$ cat config.mk
export PLATFORM = sky130hd
export DESIGN_NAME = decode_stage
export DESIGN_NICKNAME = d
export VERILOG_FILES = /design/src/rtl/decode_pkg.sv /design/src/rtl/decode_fifo.sv /design/src/rtl/decode_stage.sv
export SDC_FILE = /design/constraint.sdc
export NUM_CORES = 1
export LEC_CHECK = 0
export CAP_MARGIN = 20
export CELL_PAD_IN_SITES_DETAIL_PLACEMENT = 0
export CELL_PAD_IN_SITES_GLOBAL_PLACEMENT = 2
export CORE_MARGIN = 4
export CORE_UTILIZATION = 34
export CTS_BUF_LIST = sky130_fd_sc_hd__clkbuf_16
export DETAILED_ROUTE_END_ITERATION = 8
export PLACE_DENSITY = 0.82
export SLEW_MARGIN = 15
export SYNTH_ARGS = -nofsm -noshare
export SYNTH_HDL_FRONTEND = slang
export SYNTH_SLANG_ARGS = --single-unit
$ cat constraint.sdc
create_clock -name clk -period 10.3 [get_ports clk]
set_clock_uncertainty 0.05 [all_clocks]
set_input_delay 2.06 -clock clk [delete_from_list [all_inputs] [get_ports clk]]
set_output_delay 2.06 -clock clk [all_outputs]
set_load 0.03 [all_outputs]
$ cat src/rtl/decode_pkg.sv
// Shared decode definitions: opcode/funct constants, ALU and FPU op codes,
// the decoded control struct and the combinational decoder.
// Optional feature macro: FPU_DECODE_EN (COP1 single-precision arithmetic).
package decode_pkg;

  localparam logic [5:0] OP_RTYPE = 6'h00;
  localparam logic [5:0] OP_J     = 6'h02;
  localparam logic [5:0] OP_JAL   = 6'h03;
  localparam logic [5:0] OP_BEQ   = 6'h04;
  localparam logic [5:0] OP_BNE   = 6'h05;
  localparam logic [5:0] OP_ADDI  = 6'h08;
  localparam logic [5:0] OP_XORI  = 6'h0E;
  localparam logic [5:0] OP_COP1  = 6'h11;
  localparam logic [5:0] OP_LW    = 6'h23;
  localparam logic [5:0] OP_SW    = 6'h2B;

  localparam logic [5:0] FN_JR    = 6'h08;
  localparam logic [5:0] FN_ADD   = 6'h20;
  localparam logic [5:0] FN_SUB   = 6'h22;
  localparam logic [5:0] FN_SLT   = 6'h2A;

  localparam logic [4:0] FMT_S    = 5'h10;

  // Zero is reserved for "no operation" so a decoded op is never all-zero.
  localparam logic [2:0] ALU_NOP  = 3'd0;
  localparam logic [2:0] ALU_ADD  = 3'd1;
  localparam logic [2:0] ALU_SUB  = 3'd2;
  localparam logic [2:0] ALU_XOR  = 3'd3;
  localparam logic [2:0] ALU_SLT  = 3'd4;

  localparam logic [2:0] FPU_NOP  = 3'd0;
  localparam logic [2:0] FPU_ADD  = 3'd1;
  localparam logic [2:0] FPU_SUB  = 3'd2;
  localparam logic [2:0] FPU_MUL  = 3'd3;
  localparam logic [2:0] FPU_DIV  = 3'd4;

  typedef struct packed {
    logic       regWrite;
    logic       muxA_en;
    logic       dm_we;
    logic       muxWD3_en;
    logic       fpu_en;
    logic       illegal;
    logic [1:0] muxB_en;
    logic [1:0] regWriteAddSelect;
    logic [1:0] muxPC;
    logic [2:0] ALUop;
    logic [2:0] fpu_op;
  } dec_ctrl_t;

  // Anything not recognised leaves every field 0 except illegal.
  function automatic dec_ctrl_t decode_instr(input logic [31:0] instr, input logic zero);
    dec_ctrl_t  d;
    logic [5:0] op;
    logic [5:0] fn;
    d  = '0;
    op = instr[31:26];
    fn = instr[5:0];
    case (op)
      OP_RTYPE: begin
        case (fn)
          FN_ADD, FN_SUB, FN_SLT: begin
            d.regWrite          = 1'b1;
            d.muxB_en           = 2'd1;
            d.muxWD3_en         = 1'b1;
            d.regWriteAddSelect = 2'd2;
            d.ALUop = (fn == FN_ADD) ? ALU_ADD : (fn == FN_SUB) ? ALU_SUB : ALU_SLT;
          end
          FN_JR:   d.muxPC = 2'd2;
          default: d.illegal = 1'b1;
        endcase
      end
      OP_LW:   begin d.regWrite = 1'b1; d.ALUop = ALU_ADD; end
      OP_SW:   begin d.dm_we = 1'b1; d.ALUop = ALU_ADD; end
      OP_ADDI: begin d.regWrite = 1'b1; d.muxWD3_en = 1'b1; d.ALUop = ALU_ADD; end
      OP_XORI: begin d.regWrite = 1'b1; d.muxWD3_en = 1'b1; d.ALUop = ALU_XOR; end
      OP_J:    d.muxPC = 2'd1;
      OP_JAL: begin
        d.regWrite          = 1'b1;
        d.muxA_en           = 1'b1;
        d.muxB_en           = 2'd2;
        d.muxWD3_en         = 1'b1;
        d.regWriteAddSelect = 2'd1;
        d.muxPC             = 2'd1;
        d.ALUop             = ALU_ADD;
      end
      OP_BEQ, OP_BNE: begin
        d.muxB_en = 2'd1;
        d.ALUop   = ALU_SUB;
        // Branch resolved here from the zero flag sampled with the instruction.
        d.muxPC   = ((op == OP_BEQ) == zero) ? 2'd3 : 2'd0;
      end
`ifdef FPU_DECODE_EN
      OP_COP1: begin
        if (instr[25:21] == FMT_S && fn[5:2] == 4'd0) begin
          d.fpu_en   = 1'b1;
          d.regWrite = 1'b1;
          d.fpu_op   = {1'b0, fn[1:0]} + 3'd1;
        end else begin
          d.illegal = 1'b1;
        end
      end
`endif
      default: d.illegal = 1'b1;
    endcase
    return d;
  endfunction

endpackage

$ cat src/rtl/decode_fifo.sv
// Circular buffer of decoded entries; flush/reset empty it at the next edge
// and take priority over push and pop.
module decode_fifo
  import decode_pkg::*;
#(
  parameter int DEPTH = 2,
  parameter int WIDTH = 8
) (
  input  logic             clk,
  input  logic             reset,
  input  logic             flush,
  input  logic             push,
  input  logic             pop,
  input  logic [WIDTH-1:0] wdata,
  output logic [WIDTH-1:0] rdata,
  output logic             full,
  output logic             empty
);

  localparam int PTR_W = (DEPTH > 1) ? $clog2(DEPTH) : 1;
  localparam int CNT_W = PTR_W + 1;

  logic [PTR_W-1:0] wr_ptr_q, wr_ptr_d, rd_ptr_q, rd_ptr_d;
  logic [CNT_W-1:0] count_q, count_d;
  logic [WIDTH-1:0] mem_q [DEPTH];
  logic [WIDTH-1:0] mem_d [DEPTH];
  logic             do_push, do_pop;

  assign full    = (count_q == CNT_W'(DEPTH));
  assign empty   = (count_q == '0);
  assign do_push = push && !full;
  assign do_pop  = pop && !empty;
  assign rdata   = mem_q[rd_ptr_q];

  // Pointer/count update; power-of-two depth lets pointers wrap naturally.
  always_comb begin
    wr_ptr_d = wr_ptr_q;
    rd_ptr_d = rd_ptr_q;
    count_d  = count_q;
    if (flush) begin
      wr_ptr_d = '0;
      rd_ptr_d = '0;
      count_d  = '0;
    end else begin
      if (do_push) wr_ptr_d = wr_ptr_q + PTR_W'(1);
      if (do_pop)  rd_ptr_d = rd_ptr_q + PTR_W'(1);
      count_d = count_q + CNT_W'(do_push) - CNT_W'(do_pop);
    end
  end

  // Storage write; a flushed push is dropped.
  always_comb begin
    mem_d = mem_q;
    if (do_push && !flush) mem_d[wr_ptr_q] = wdata;
  end

  // Control state register with synchronous reset.
  always_ff @(posedge clk) begin
    if (reset) begin
      wr_ptr_q <= '0;
      rd_ptr_q <= '0;
      count_q  <= '0;
    end else begin
      wr_ptr_q <= wr_ptr_d;
      rd_ptr_q <= rd_ptr_d;
      count_q  <= count_d;
    end
  end

  // Payload storage needs no reset: reads are masked while empty.
  always_ff @(posedge clk) begin
    mem_q <= mem_d;
  end

endmodule

$ cat src/rtl/decode_stage.sv
// Decode stage: decodes at enqueue, buffers decoded entries, presents the
// head to execute with a valid/ready handshake and an FPU interlock.
// Optional feature macro: FPU_DECODE_EN (without it, COP1 decodes illegal and
// fpu_en is never set, so fpu_busy has no effect).
module decode_stage
  import decode_pkg::*;
#(
  parameter int FIFO_DEPTH = 2,
  parameter int PC_W       = 32
) (
  input  logic            clk,
  input  logic            reset,
  input  logic            in_valid,
  output logic            in_ready,
  input  logic [31:0]     in_instr,
  input  logic [PC_W-1:0] in_pc,
  input  logic            in_zero,
  input  logic            flush,
  input  logic            fpu_busy,
  output logic            out_valid,
  input  logic            out_ready,
  output logic            out_regWrite,
  output logic            out_muxA_en,
  output logic            out_dm_we,
  output logic            out_muxWD3_en,
  output logic            out_fpu_en,
  output logic            out_illegal,
  output logic [1:0]      out_muxB_en,
  output logic [1:0]      out_regWriteAddSelect,
  output logic [1:0]      out_muxPC,
  output logic [2:0]      out_ALUop,
  output logic [2:0]      out_fpu_op,
  output logic [31:0]     out_instr,
  output logic [PC_W-1:0] out_pc
);

  localparam int ENTRY_W = $bits(dec_ctrl_t) + 32 + PC_W;

  logic [ENTRY_W-1:0] wdata, rdata;
  logic               full, empty, push, pop, head_vld, stall;
  dec_ctrl_t          head, shown;
  logic [31:0]        head_instr;
  logic [PC_W-1:0]    head_pc;

  assign wdata = {decode_instr(in_instr, in_zero), in_instr, in_pc};
  assign {head, head_instr, head_pc} = rdata;

  assign in_ready  = !reset && !full;
  assign push      = in_valid && in_ready;
  assign head_vld  = !reset && !empty;
  // head.fpu_en can only be set when the FPU decoder is built in.
  assign stall     = head.fpu_en && fpu_busy;
  assign out_valid = head_vld && !stall;
  assign pop       = out_valid && out_ready;

  decode_fifo #(.DEPTH(FIFO_DEPTH), .WIDTH(ENTRY_W)) u_fifo (
    .clk   (clk),
    .reset (reset),
    .flush (flush),
    .push  (push),
    .pop   (pop),
    .wdata (wdata),
    .rdata (rdata),
    .full  (full),
    .empty (empty)
  );

  // Present the head entry, forced to zero while the buffer is empty.
  always_comb begin
    shown     = '0;
    out_instr = '0;
    out_pc    = '0;
    if (head_vld) begin
      shown     = head;
      out_instr = head_instr;
      out_pc    = head_pc;
    end
  end

  assign out_regWrite          = shown.regWrite;
  assign out_muxA_en           = shown.muxA_en;
  assign out_dm_we             = shown.dm_we;
  assign out_muxWD3_en         = shown.muxWD3_en;
  assign out_fpu_en            = shown.fpu_en;
  assign out_illegal           = shown.illegal;
  assign out_muxB_en           = shown.muxB_en;
  assign out_regWriteAddSelect = shown.regWriteAddSelect;
  assign out_muxPC             = shown.muxPC;
  assign out_ALUop             = shown.ALUop;
  assign out_fpu_op            = shown.fpu_op;

endmodule

## Word-level counts from Yosys, hierarchy flattened

Index checks and enable logic that the tools add are counted.

| operators by class | value |
|---|---|
| add/subtract/negate cells | 4 |
| magnitude comparators | 3 |
| equality and inequality tests | 14 |
| multiplexer cells | 26 |
| bitwise operators | 2 |
| reductions and logical operators | 26 |

Operators by type and width:

| kind | count |
|---|---|
| 2-to-1 mux 82 bit | 4 |
| bitwise mux 164 bit | 1 |
| demux 82 bit (select 1 bit) | 1 |
| 2-to-1 mux 32 bit | 2 |
| == test 6 bit, second input constant | 5 |
| == test 6 x 4 -> 1 bit, second input constant | 3 |
| 2-to-1 mux 18 bit | 1 |
| == test 6 x 2 -> 1 bit, second input constant | 2 |
| == test 6 x 3 -> 1 bit, second input constant | 2 |
| 2-to-1 mux 3 bit | 4 |
| one-hot mux 2 bit (3 select lines) | 2 |
| one-hot mux 3 bit (4 select lines) | 1 |
| OR reduction 4 bit | 3 |
| logical AND 1 bit | 10 |
| OR reduction 8 bit | 1 |
| logical NOT 6 bit | 1 |
| one-hot mux 1 bit (2 select lines) | 3 |
| OR reduction 2 bit | 3 |
| OR reduction 3 bit | 2 |
| logical NOT 1 bit | 5 |
| greater-or-equal comparator 2 bit, second input constant | 2 |
| 2-to-1 mux 1 bit | 4 |
| 2-to-1 mux 2 bit | 2 |
| inverter 1 -> 2 bit | 2 |
| other kinds (8) | 9 |

| storage, ports and cells | value |
|---|---|
| bits in registers | 168 |
| input bits | 71 |
| output and inout port bits | 84 |
| logic and storage cells | 80 |

## Longest topological paths before layout

| depth | value |
|---|---|
| depth in word-level cells | 10 |
| depth in mapped cells | 9 |
| gate-level depth less buffers | 9 |

## By module

From an unflattened synthesis, not the netlist that was laid out.

| unflattened totals | value |
|---|---|
| cell total of the unflattened synthesis | 429 |
| area, all modules | 7433.4 µm² |

By module, submodules not included:

| module | times used | cells an instance | area each (µm²) |
|---|---|---|---|
| decode_fifo | 1 | 278 | 6492.5 |
| decode_stage | 1 | 151 | 940.9 |

## Worst setup path before layout

OpenSTA, ideal clock, no wires.

| timing | value |
|---|---|
| path type | input-to-reg |
| from | in reset |
| to | reg u_fifo.mem_q[0] (netlist name) (enable) |
| library setup time | 0.628 ns |
| arrival | 8.497 ns |
| required time | 9.622 ns |
| path slack | 1.125 ns |
| cell stages on the path | 3 |
| buffers on the path | 0 |
| cell sequence | a21oi_1 -> nand2_1 -> nor3b_1 |

| on the way | value |
|---|---|
| word-level cells in the longest chain between the ends | 5 |

RTL lines:

| what | line | RTL |
|---|---|---|
| start, declared | decode_stage.sv:12 | `input logic reset,` |
| logical NOT 1 bit | decode_stage.sv:48 | `assign in_ready = !reset && !full;` |
| logical AND 1 bit | decode_stage.sv:48 |  |
| logical AND 1 bit | decode_stage.sv:49 | `assign push = in_valid && in_ready;` |
| logical AND 1 bit | decode_fifo.sv:31 | `assign do_push = push && !full;` |
| logical AND 1 bit | decode_fifo.sv:54 | `if (do_push && !flush) mem_d[wr_ptr_q] = wdata;` |
| end signal, assigned | decode_fifo.sv:72 | `mem_q <= mem_d;` |
| end, declared | decode_fifo.sv:25 | `logic [WIDTH-1:0] mem_q [DEPTH];` |

No other way between the ends.
A chain may end at the register's enable or synchronous reset.

## Worst setup path in the final report

| timing | value |
|---|---|
| from | in reset |
| to | out out_ALUop[2] |

| on the way | value |
|---|---|
| word-level cells in the longest chain between the ends | 3 |

RTL lines:

| what | line | RTL |
|---|---|---|
| logical NOT 1 bit | decode_stage.sv:50 | `assign head_vld = !reset && !empty;` |
| logical AND 1 bit | decode_stage.sv:50 |  |
| 2-to-1 mux 18 bit | decode_stage.sv:73 | `if (head_vld) begin` |
| end, declared | decode_stage.sv:31 | `output logic [2:0] out_ALUop,` |

No other way between the ends.

==> flow_summary.yaml <==
clock_tree:
  htreeDepth: 4
  cts_setup_buffers: 0
  cts_tree: "yes"
  cts_resized: 0
  root_buffer: "clkbuf_16"
  clkLatencyLatePin_ns: 0.41
  cts_hold_buf: 0
  clk_path_buf_depth: 2
  cts_num_sinks: 160
  cts_buffers: 17
  clk_pin_slew_worst_paths_ns: 0.06
synthesis:
  synth.top_cells.by_area: "edfxtp_1, mux2i_1, nor2_1"
  yosys_warnings: 0
  yosysUniqueCellTypes: 42
  ys_seq_area_share_pct: 73.8
  synth-edff-count: 156
  synth_top_area_share_pct: 72.6
  synthCells: 424
  ys_async_sr_fraction_pct: 0
  yosys.area.top_type: "edfxtp_1"
  postSynthAreaPerCell_um2: 15.2
  ys_ff_latch: 160
  ys.flop_type: "edfxtp_1"
  netlist_area_um2: 6450
layout:
  nNetsFinal: 645
  final_cell_mix: "edfxtp_1, clkdlybuf4s50_1, nor2_1"
  layoutNonFillerInstCount: 819
  final_common_cell: "edfxtp_1"
  n_fill_cell: 1642
  n_antenna_cell: 0
  post-route-util_pct: 47.0
  multiInputGateArea_um2: 1560
  regArea_um2: 4770
  syn2layout_area_growth_pct: 36.2
  drive_gt1_share_pct: 7.69
power_and_ir_drop:
  p_leak_nw: 2.78
  power_mw: 1.46
  power_density_nw_per_um2: 166
  ir_worst_vdd_uv: 110
sta:
  period_share_pct: 63.9
  rsz0062_at_grt: "false"
  fin_ws_ns: 3.72
  final.setup.tns_ns: 0
  drv_slew: 0
  setup_viol: 0
  worstMarginPinSlew_ns: 0.882
  finalCriticalPeriod_ns: 6.58
  maxSlewHeadroom_pct: 41.1
  fmax_mhz: 152
  hold_viol: 0
route:
  firstDrtPassIters: 4
  vias: 3809
  drtIter0Drc: 175
  drcViolationCount: 0
  wl_per_cell_um: 16.4
  vias_per_cell: 4.65
  drtAntennaViolNets: 0
  drt-total-wl_um: 13400
worst_setup_path:
  endpoint_kind: "output port"
  cp_max_fo: 44
  r2r_end: "u_fifo.count_q[1]$_SDFF_PP0_"
  arrival_ns: 4.47
  start_kind: "primary input"
  rrSetupSlack_ns: 7.25
  critPathKind: "primary input to output port"
  r2r_start: "u_fifo.count_q[1]$_SDFF_PP0_"
  crit_required_ns: 8.19
  rr_worst_depth: 10
place:
  post-dp-hpwl_um: 8770
  portBuffers: 149
  routabilityCongestion: 0.729
  dp_slack_ns: 3.68
  dp_cells: 787
global_routing:
  antenna_found_initial: 0
  grt_max_degree: 50
  grt_use_total_pct: 12.7
  grt_first_pass_wirelength_um: 21300
  grt_pass1_vias: 4063
  grt.overflow.total: 0
floorplanning:
  dieArea_um2: 21300
  initial_utilization_pct: 34.5
  die_y_um: 146
  io_pins: 155
  row_count: 50
  core_um2: 18700
  fp.dieW_um: 146
job:
  cap_violations: 0
min_path:
  min_path_type: "register to register"
  min_from: "u_fifo.wr_ptr_q$_SDFFE_PP0P_"
  min_to: "u_fifo.wr_ptr_q$_SDFFE_PP0P_"
  whs_path_depth: 2
run_status:
  status: "completed"
## layout make-up
type / count / share of cell area (%)
Clock inverter: 15 / 2.06
Multi-Input combinational cell: 232 / 17.8
Tap cell: 234 / 3.33
Clock buffer: 17 / 4.84
Timing Repair Buffer: 155 / 17.5
Sequential cell: 160 / 54.2
Inverter: 6 / 0.256
## synth_stat cells, types with 2 or more instances
library cell,count
edfxtp_1,156
nor2_1,88
mux2i_1,78
clkbuf_1,16
nand2_1,8
nor3_1,7
inv_1,6
buf_2,5
xnor2_1,5
a21oi_1,4
buf_4,4
dfxtp_1,4
buf_1,3
and3b_2,2
ha_1,2
nand2b_1,2
nand3_1,2
nand3b_1,2
nor3b_1,2
o21ai_0,2
o21ai_1,2
o22ai_1,2
or3_1,2
xor2_1,2
## cell families (layout without fill, tap and decap cells)
logic type,Yosys count,after routing,synth area share (%)
DFF,160,160,73.8
and+or+nand+nor,123,123,8.35
muxes,79,79,12.3
buffers and inverters,35,193,2.48
AOI/OAI and AO/OA,17,17,1.69
xor gates and xnor gates,7,7,0.950
adders and majority gates,2,2,0.388
other,1,4,0.0581
## worst max-delay path by stage
stage	startpoint	endpoint	slack, ns
global placement	reset	out_ALUop[2]	3.67
CTS	reset	out_ALUop[2]	3.67
finish	reset	out_ALUop[2]	3.72
detailed placement	reset	out_ALUop[2]	3.68
floorplan	reset	u_fifo.mem_q[0]$_DFFE_PP_	1.13
global route	reset	out_ALUop[0]	3.56
## worst max-delay path: stages
cell             delay (ns)
clkdlybuf4s50_1        0.58
o21bai_4               0.42
buf_4                  0.57
nor2_1                 0.16
clkdlybuf4s50_1        0.63
## registers in the layout (all words and copies together), names as in the netlist
name and cells:
u_fifo.count_q 2, u_fifo.rd_ptr_q 1, u_fifo.mem_q 156, u_fifo.wr_ptr_q 1
## stage by stage
step | area (um2) | hold WS, ns
6_report | 8790 | 0.524
5_1_grt | 8790 | 0.561
4_1_cts | 8790 | 0.526
3_5_place_dp | 8180 | 0.514
3_3_place_gp | 8180 | 0.501
2_1_floorplan | 6470 | 0.478
## report_power, final
| part | switching, mW | internal (mW) |
|---|---|---|
| logic | 0.0480 | 0.0440 |
| clock network | 0.253 | 0.385 |
| registers | 0.00330 | 0.726 |
## layer usage
layer | track usage (%) | part of all wire [%] | wire length, um
met5 | 0 | 0 | 0
met4 | 3.85 | 1.1 | 152
met2 | 22.6 | 51 | 6830
met3 | 3.74 | 5.0 | 666
met1 | 14.9 | 43 | 5750
Note: power is estimated with default switching activity, not from simulation.
